$ cat config.mk
export PLATFORM = sky130hd
export DESIGN_NAME = phase_shift_controller
export DESIGN_NICKNAME = d
export VERILOG_FILES = /design/src/rtl/cdr_pkg.sv /design/src/rtl/cdr_vote_acc.sv /design/src/rtl/phase_shift_controller.sv
export SDC_FILE = /design/constraint.sdc
export NUM_CORES = 1
export LEC_CHECK = 0
export CAP_MARGIN = 30
export CORE_MARGIN = 4
export CORE_UTILIZATION = 33
export CTS_BUF_LIST = sky130_fd_sc_hd__clkbuf_2
export CTS_CLUSTER_SIZE = 8
export DETAILED_ROUTE_END_ITERATION = 12
export PLACE_DENSITY = 0.5
export SLEW_MARGIN = 30
export SYNTH_ARGS = -nofsm -noshare
export SYNTH_HDL_FRONTEND = slang
export SYNTH_HIERARCHICAL = 1
export SYNTH_SLANG_ARGS = --single-unit
$ cat constraint.sdc
create_clock -name clk -period 8.4 [get_ports clk]
set_input_delay 0.84 -clock clk [delete_from_list [all_inputs] [get_ports clk]]
set_output_delay 0.84 -clock clk [all_outputs]
set_load 0.005 [all_outputs]
$ cat src/rtl/cdr_pkg.sv
// cdr_pkg
// Shared definitions for the phase-shift control loop:
//   TAP_W       - width of the delay-line tap index
//   NUM_TAPS    - number of taps in the delay line (index wraps modulo this)
//   cdr_state_t - loop controller FSM state encoding
package cdr_pkg;

   localparam int TAP_W    = 4;
   localparam int NUM_TAPS = 16;

   typedef enum logic [1:0] {
      ST_IDLE    = 2'd0,
      ST_TRACK   = 2'd1,
      ST_HOLDOFF = 2'd2
   } cdr_state_t;

endpackage

$ cat src/rtl/cdr_vote_acc.sv
// cdr_vote_acc
// Signed vote accumulator for the phase detector. Decodes up/dn votes into
// +1 / -1 / 0, and flags when the next value would reach +THRESH or -THRESH.
// On a hit the accumulator is cleared instead of taking the threshold value,
// so its magnitude never reaches THRESH.
// Ports:
//   clk     in  clock
//   rst     in  synchronous active-high reset
//   clear   in  force accumulator to 0 (loop not tracking)
//   count   in  accept the vote this cycle
//   up      in  vote: more delay
//   dn      in  vote: less delay
//   hit_pos out this vote reaches +THRESH (combinational)
//   hit_neg out this vote reaches -THRESH (combinational)
module cdr_vote_acc #(
   parameter int ACC_W  = 6,
   parameter int THRESH = 8
) (
   input  logic clk,
   input  logic rst,
   input  logic clear,
   input  logic count,
   input  logic up,
   input  logic dn,
   output logic hit_pos,
   output logic hit_neg
);

   if (THRESH < 1 || THRESH > (2 ** (ACC_W - 1)) - 1) begin : g_bad_thresh
      $error("cdr_vote_acc: THRESH out of range for ACC_W");
   end

   localparam logic signed [ACC_W-1:0] ONE   = ACC_W'(1);
   localparam logic signed [ACC_W-1:0] POS_T = ACC_W'(THRESH);
   localparam logic signed [ACC_W-1:0] NEG_T = ACC_W'(-THRESH);

   logic signed [ACC_W-1:0] acc_reg;
   logic signed [ACC_W-1:0] acc_next;

   // Conflicting or absent votes leave the accumulator unchanged.
   always_comb begin
      acc_next = acc_reg;
      if (up && !dn) begin
         acc_next = acc_reg + ONE;
      end else if (dn && !up) begin
         acc_next = acc_reg - ONE;
      end
   end

   assign hit_pos = count && (acc_next == POS_T);
   assign hit_neg = count && (acc_next == NEG_T);

   always_ff @(posedge clk) begin
      if (rst || clear) begin
         acc_reg <= '0;
      end else if (count) begin
         acc_reg <= (hit_pos || hit_neg) ? '0 : acc_next;
      end
   end

endmodule

$ cat src/rtl/phase_shift_controller.sv
// phase_shift_controller
// Delay-line phase controller. Integrates phase-detector votes and, when the
// vote balance reaches +/-THRESH, issues a one-cycle shift command to the
// delay line, updates the tap mirror, and ignores votes for HOLDOFF cycles
// while the line settles. 'locked' reports LOCK_WIN quiet tracking cycles.
// Ports:
//   clk         in  clock, rising edge
//   rst         in  synchronous active-high reset
//   en          in  loop enable; 0 returns to IDLE (tap_idx kept)
//   up          in  vote: more delay
//   dn          in  vote: less delay
//   shift_left  out one-cycle pulse, tap +1 (mod 16)
//   shift_right out one-cycle pulse, tap -1 (mod 16)
//   tap_idx     out mirror of the selected delay-line tap
//   locked      out loop has been shift-free for LOCK_WIN tracking cycles
module phase_shift_controller
   import cdr_pkg::*;
#(
   parameter int ACC_W    = 6,
   parameter int THRESH   = 8,
   parameter int HOLDOFF  = 4,
   parameter int LOCK_WIN = 64
) (
   input  logic             clk,
   input  logic             rst,
   input  logic             en,
   input  logic             up,
   input  logic             dn,
   output logic             shift_left,
   output logic             shift_right,
   output logic [TAP_W-1:0] tap_idx,
   output logic             locked
);

   if (HOLDOFF < 1) begin : g_bad_holdoff
      $error("phase_shift_controller: HOLDOFF must be at least 1");
   end
   if (LOCK_WIN < 1) begin : g_bad_lock_win
      $error("phase_shift_controller: LOCK_WIN must be at least 1");
   end
   if (NUM_TAPS != 2 ** TAP_W) begin : g_bad_taps
      $error("phase_shift_controller: NUM_TAPS must equal 2**TAP_W");
   end

   localparam int HO_W = (HOLDOFF > 1) ? $clog2(HOLDOFF) : 1;
   localparam int Q_W  = $clog2(LOCK_WIN + 1);

   cdr_state_t       state_reg;
   logic [HO_W-1:0]  holdoff_cnt_reg;
   logic [Q_W-1:0]   quiet_reg;
   logic             shift_left_reg;
   logic             shift_right_reg;
   logic [TAP_W-1:0] tap_idx_reg;
   logic             locked_reg;

   logic tracking;
   logic hit_pos;
   logic hit_neg;

   // Votes only count while tracking with the loop enabled; everywhere else
   // the accumulator is held at zero.
   assign tracking = en && (state_reg == ST_TRACK);

   cdr_vote_acc #(
      .ACC_W  (ACC_W),
      .THRESH (THRESH)
   ) u_vote_acc (
      .clk     (clk),
      .rst     (rst),
      .clear   (!tracking),
      .count   (tracking),
      .up      (up),
      .dn      (dn),
      .hit_pos (hit_pos),
      .hit_neg (hit_neg)
   );

   always_ff @(posedge clk) begin
      if (rst) begin
         state_reg       <= ST_IDLE;
         holdoff_cnt_reg <= '0;
         quiet_reg       <= '0;
         shift_left_reg  <= 1'b0;
         shift_right_reg <= 1'b0;
         tap_idx_reg     <= '0;
         locked_reg      <= 1'b0;
      end else if (!en) begin
         // tap_idx is deliberately kept: the delay line keeps its tap too.
         state_reg       <= ST_IDLE;
         holdoff_cnt_reg <= '0;
         quiet_reg       <= '0;
         shift_left_reg  <= 1'b0;
         shift_right_reg <= 1'b0;
         locked_reg      <= 1'b0;
      end else begin
         shift_left_reg  <= 1'b0;
         shift_right_reg <= 1'b0;
         case (state_reg)
            ST_IDLE: begin
               state_reg  <= ST_TRACK;
               quiet_reg  <= '0;
               locked_reg <= 1'b0;
            end
            ST_TRACK: begin
               if (hit_pos || hit_neg) begin
                  shift_left_reg  <= hit_pos;
                  shift_right_reg <= hit_neg;
                  tap_idx_reg     <= hit_pos ? tap_idx_reg + TAP_W'(1)
                                             : tap_idx_reg - TAP_W'(1);
                  state_reg       <= ST_HOLDOFF;
                  // The pulse cycle is the first holdoff cycle.
                  holdoff_cnt_reg <= HO_W'(HOLDOFF - 1);
                  quiet_reg       <= '0;
                  locked_reg      <= 1'b0;
               end else if (quiet_reg != Q_W'(LOCK_WIN)) begin
                  quiet_reg  <= quiet_reg + Q_W'(1);
                  locked_reg <= (quiet_reg == Q_W'(LOCK_WIN - 1));
               end
            end
            ST_HOLDOFF: begin
               if (holdoff_cnt_reg == '0) begin
                  state_reg <= ST_TRACK;
               end else begin
                  holdoff_cnt_reg <= holdoff_cnt_reg - HO_W'(1);
               end
            end
            default: begin
               state_reg <= ST_IDLE;
            end
         endcase
      end
   end

   assign shift_left  = shift_left_reg;
   assign shift_right = shift_right_reg;
   assign tap_idx     = tap_idx_reg;
   assign locked      = locked_reg;

endmodule

* Word level (Yosys, flattened, before mapping)
Index checks and enable logic that the tools add are counted.
** Operators by class
- Add/subtract/negate cells :: 6
- Equal/unequal tests :: 10
- Mux-type cells :: 16
- Bitwise gates (word level) :: 3
- Reductions and logical operators :: 20
** Operator list (count)
- $mux W6 :: 3
- $mux W7 :: 2
- $pmux W7 S2 :: 1
- $mux W2 :: 4
- $add A7 B1 Y7 const B :: 1
- $eq A7 B6 Y1 const B :: 1
- $ne A7 B7 Y1 const B :: 1
- $add A6 B2 Y6 const B :: 1
- $eq A6 B4 Y1 const B :: 1
- $eq A6 B5 Y1 const B :: 1
- $pmux W2 S3 :: 1
- $reduce_and A3 Y1 :: 2
- $sub A6 B2 Y6 const B :: 1
- $logic_and A1 B1 Y1 :: 5
- $add A4 B1 Y4 const B :: 1
- $logic_not A2 Y1 :: 2
- $mux W4 :: 1
- $ne A2 B2 Y1 const B :: 2
- $pmux W2 S2 :: 1
- $reduce_and A2 Y1 :: 2
- $reduce_bool A2 Y1 :: 2
- $reduce_or A4 Y1 :: 1
- $sub A4 B1 Y4 const B :: 1
- $logic_not A1 Y1 :: 3
- 10 further kinds :: 14
** Word-level totals
- Flip-flop bits (word level) :: 24
- Bits of input ports :: 5
- Output and inout port bits :: 7
- Word-level logic and storage cells :: 63

* Logic depth before layout (Yosys ltp)
- Word-level depth :: 9
- Mapped depth :: 13
- Gate-level depth less buffers :: 13

* Hierarchy
The synthesis kept the hierarchy.
** Modules (own cells, without submodules)
- phase_shift_controller :: instances 1, cells an instance 100, area an instance 880.8 um^2, sequential area each 360.3 um^2
- cdr_vote_acc :: instances 1, cells an instance 70, area an instance 573.0 um^2, sequential area each 120.1 um^2

* Worst setup path before layout
OpenSTA, ideal clock, no wires.
- Path kind :: input to register
- Start :: input port dn
- End :: register tap_idx_reg[3], in the netlist tap_idx[3]
- Setup time :: 0.121 ns
- Data arrival time :: 3.571 ns
- Data required time :: 8.279 ns
- Path slack :: 4.709 ns
- Stages on the path :: 11
- Buffers on the path :: 0
- Path through :: and2b_4 mux2i_2 a2111oi_4 or4b_1 nor2_1 inv_1 ha_1 a21o_1 a21oi_1 mux2i_1 mux2_2
** Between the ends
- Cells in the longest elaborated chain, start to end :: 7
- Elaborated cells on any way between the ends :: 12
- Classes of those cells :: eq/ne (2); mux (3); reduce/logical (7)
** Ends and longest elaborated chain
- from (decl) :: line phase_shift_controller.sv:28 : input logic dn,
- $logic_and A1 B1 Y1 or $logic_not A1 Y1 (tied branches) :: line cdr_vote_acc.sv:45, cdr_vote_acc.sv:43
- $mux W6 or $logic_and A1 B1 Y1 (tied branches) :: line cdr_vote_acc.sv:45, cdr_vote_acc.sv:43
- $mux W6 * :: line cdr_vote_acc.sv:43 : if (up && !dn) begin
- $eq A6 B5 Y1 * :: line cdr_vote_acc.sv:50 : assign hit_pos = count && (acc_next == POS_T);
- $logic_and A1 B1 Y1 * :: line cdr_vote_acc.sv:50
- via hit_pos :: line phase_shift_controller.sv:57 : logic hit_pos;
- $logic_or A1 B1 Y1 :: line phase_shift_controller.sv:105 : if (hit_pos || hit_neg) begin
- $reduce_and A3 Y1 (no source line)
- to (signal assigned) :: line phase_shift_controller.sv:108 : tap_idx_reg <= hit_pos ? tap_idx_reg + TAP_W'(1)
- to (decl) :: line phase_shift_controller.sv:53 : logic [TAP_W-1:0] tap_idx_reg;
The timed path passes the listed nets; every way through them passes the cells marked *.
A chain may end at the register's enable or synchronous reset.

* Worst setup path after layout
- Start :: input port up
- End :: register tap_idx_reg[3], in the netlist tap_idx[3]
** Between the ends
- Cells in the longest elaborated chain, start to end :: 8
- Elaborated cells on any way between the ends :: 12
- Classes of those cells :: eq/ne (2); mux (3); reduce/logical (7)
** Ends and longest elaborated chain
- from (decl) :: line phase_shift_controller.sv:27 : input logic up,
- $logic_not A1 Y1 :: line cdr_vote_acc.sv:45 : end else if (dn && !up) begin
- $logic_and A1 B1 Y1 :: line cdr_vote_acc.sv:45
- $mux W6 :: line cdr_vote_acc.sv:45
- $mux W6 * :: line cdr_vote_acc.sv:43
- $eq A6 B5 Y1 * :: line cdr_vote_acc.sv:50
- $logic_and A1 B1 Y1 * :: line cdr_vote_acc.sv:50
- via hit_pos :: line phase_shift_controller.sv:57
- $logic_or A1 B1 Y1 :: line phase_shift_controller.sv:105
- $reduce_and A3 Y1 (no source line)
Marks and branches as above.

==> impl_metrics.json <==
{
  "cts-buffers-inserted": 3,
  "finalHoldViolations": 0,
  "largest_reg_flops": 7,
  "cap_viol_max_count": 0,
  "start_util_pct": 35.3,
  "dieHeight_um": 74.4,
  "syn-cell-area_um2": 1450,
  "ys_types": 48,
  "fmax_ghz": 0.238,
  "drtIter0Drc": 89,
  "drc": 0,
  "stdcell_area_um2": 1660,
  "drt_wl_total_mm": 2.91,
  "place_area_um2": 1620,
  "worstPathArrival_ns": 4.47,
  "syn_nets": 183,
  "cts_tree": "done",
  "dr.pass1.iters": 4,
  "p_leak_uw": 0.000607,
  "fin_tns_setup_ns": 0,
  "async_flop_share_pct": 0,
  "hpwlAfterDp_mm": 2.25,
  "synthToLayoutAreaGrowth_pct": 14.4,
  "yosys-top-cells-count": "dfxtp_1, a21oi_1, nand2_1",
  "grt_first_pass_wirelength_mm": 5.16,
  "cts_resized": 0,
  "critPathCaptureType": "flip-flop",
  "worstSkewPairLatency_ns": 0.34,
  "slew-limit-headroom_pct": 55.9,
  "hold_path_class": "reg2reg",
  "min_period_ns": 4.20,
  "grt_pass1_vias": 1155,
  "crit_family": "simple AND/OR/NAND/NOR gates",
  "synthFlopType": "dfxtp_1",
  "ys.warnings.count": 6,
  "clock_skew_ns": 0.00848,
  "worstMarginPinSlew_ns": 0.652,
  "crit_path_start_kind": "input pin",
  "yosysTopAreaCell": "dfxtp_1",
  "design.die.area_um2": 5530,
  "cp_num_buf_inv": 2,
  "postRouteAntennaNets": 0,
  "syn_avg_cell_area_um2": 8.55,
  "grt_usage_pct": 11.7,
  "critical_path_required_ns": 8.67,
  "yosysMostFrequentCell": "dfxtp_1",
  "whs_ns": 0.488,
  "routed_via_density": 5.18,
  "cts_setup_buffers": 0,
  "clockBufferDepth": 2,
  "h-tree-depth": 1,
  "die_w_um": 74.4,
  "cts_hold_buf": 0,
  "netlist.area_leader.share_pct": 33.0,
  "root_buffer": "clkbuf_2",
  "cpMaxStageDelayCell": "clkdlybuf4s50_1",
  "ys_ff_latch": 24,
  "antenna_cells": 0,
  "setup_violations": 0,
  "synth_area_leaders": "dfxtp_1, ha_1, a21oi_1",
  "criticalPathCategory": "in2reg",
  "grt_start_max_net_pins": 15,
  "synth_cells": 170,
  "antenna_found_initial": 0,
  "synth_edf_count": 0,
  "vdd_drop_max_mv": 0.0513,
  "path_clk_slew_ns": 0.24,
  "critPathMaxFanout": 7,
  "gp_congestion": 0.776,
  "finalNetCount": 197,
  "cts_sinks": 24,
  "status": "finished clean",
  "slew_violations": 0,
  "boundaryPins": 12,
  "rows": 23,
  "final_layout_size_suffix_gt1_share_pct": 7.65,
  "core_um2": 4120,
  "seq_area_frac_synth_pct": 33.0,
  "rsz0062_at_grt": "no",
  "wire_per_inst_um": 12.5,
  "post-route-period-util_pct": 50.0,
  "slowest_delay_ns": 0.53,
  "portBuffers": 11,
  "power.density_nw_per_um2": 127,
  "num_vias": 1207,
  "grt_overflow": 0,
  "path_cells": "clkdlybuf4s50_1, and2b_2, mux2i_2, a2111oi_4, or4b_1, nor2_1, inv_1, ha_1, a21o_1, a21oi_1, mux2i_1, mux2_2"
}
[cell families after synthesis]
logic type / count (synthesis) / synth area share [%]
AO/OA/AOI/OAI: 38 / 17.6
flip-flops: 24 / 33.0
AND/OR/NAND/NOR: 70 / 27.6
multiplexers: 6 / 4.56
XOR/XNOR: 10 / 6.02
buffers and inverters: 14 / 3.70
adder cells (fa/ha/maj): 8 / 7.40
[per-layer routing]
layer	global-route usage (%)	vias up	wire, µm
li1	-	630	-
met1	15.2	557	1390
met2	19.8	18	1400
met3	2.03	2	90
met4	3.56	0	20
met5	0	-	0
[worst register-to-register path, cell delays in order, from the launching register on]
cell,delay [ns]
dfxtp_1,0.56
inv_1,0.08
ha_1,0.35
mux2i_2,0.19
a2111oi_4,0.43
or4b_1,0.50
nor2_1,0.37
inv_1,0.18
ha_1,0.30
a21o_1,0.17
a21oi_1,0.16
mux2i_1,0.21
mux2_2,0.34
[power by group]
| part | switching [µW] | leakage, µW | total [µW] | internal (µW) |
|---|---|---|---|---|
| Combinational | 10.2 | 0.000387 | 18.5 | 8.33 |
| Clock | 35.6 | 0.0000266 | 76.6 | 41.0 |
| Sequential | 0.613 | 0.000194 | 115 | 115 |
[per-stage QoR]
stage          cells  utilization [%]  setup WS [ns]  total power, µW
5_1_grt          233             40.4           4.00              221
4_1_cts          233             40.4           4.27              214
2_1_floorplan    170                -           4.71              130
6_report         233             40.4           4.20              210
3_5_place_dp     229             39.3           3.85              136
3_3_place_gp     229             39.3           3.99              136
[path summary, 6_finish.rpt]
path	start	to	slack, ns	cells after the start
max	up	tap_idx[3]	4.20	12
min	quiet_reg[6]	quiet_reg[6]	0.49	2
max reg2reg	u_vote_acc/acc_reg[0]	tap_idx[3]	4.48	12
min reg2reg	quiet_reg[6]	quiet_reg[6]	0.49	2
[cells in the final DEF, fill, tap and decap left out, drive strengths merged, types with 4 or more instances in the layout]
cell type	synthesis	routed
nand2	15	15
a21oi	17	17
mux2i	4	4
nor2	12	12
o21ai	8	8
clkdlybuf4s50	0	11
ha	7	7
and3	5	5
or3	4	4
nand2b	4	4
xor2	6	6
dfxtp	24	24
inv	12	12
xnor2	4	4
[layout make-up]
cell class	count	area (µm²)
clock inverter	1	30.0
sequential	24	480
fill	409	2450
multi-input combinational	132	920
inverter	12	45.0
clock buffer	3	15.0
tap	50	62.6
timing repair buffer	11	110
No activity file was read; power rests on OpenSTA's default activity.
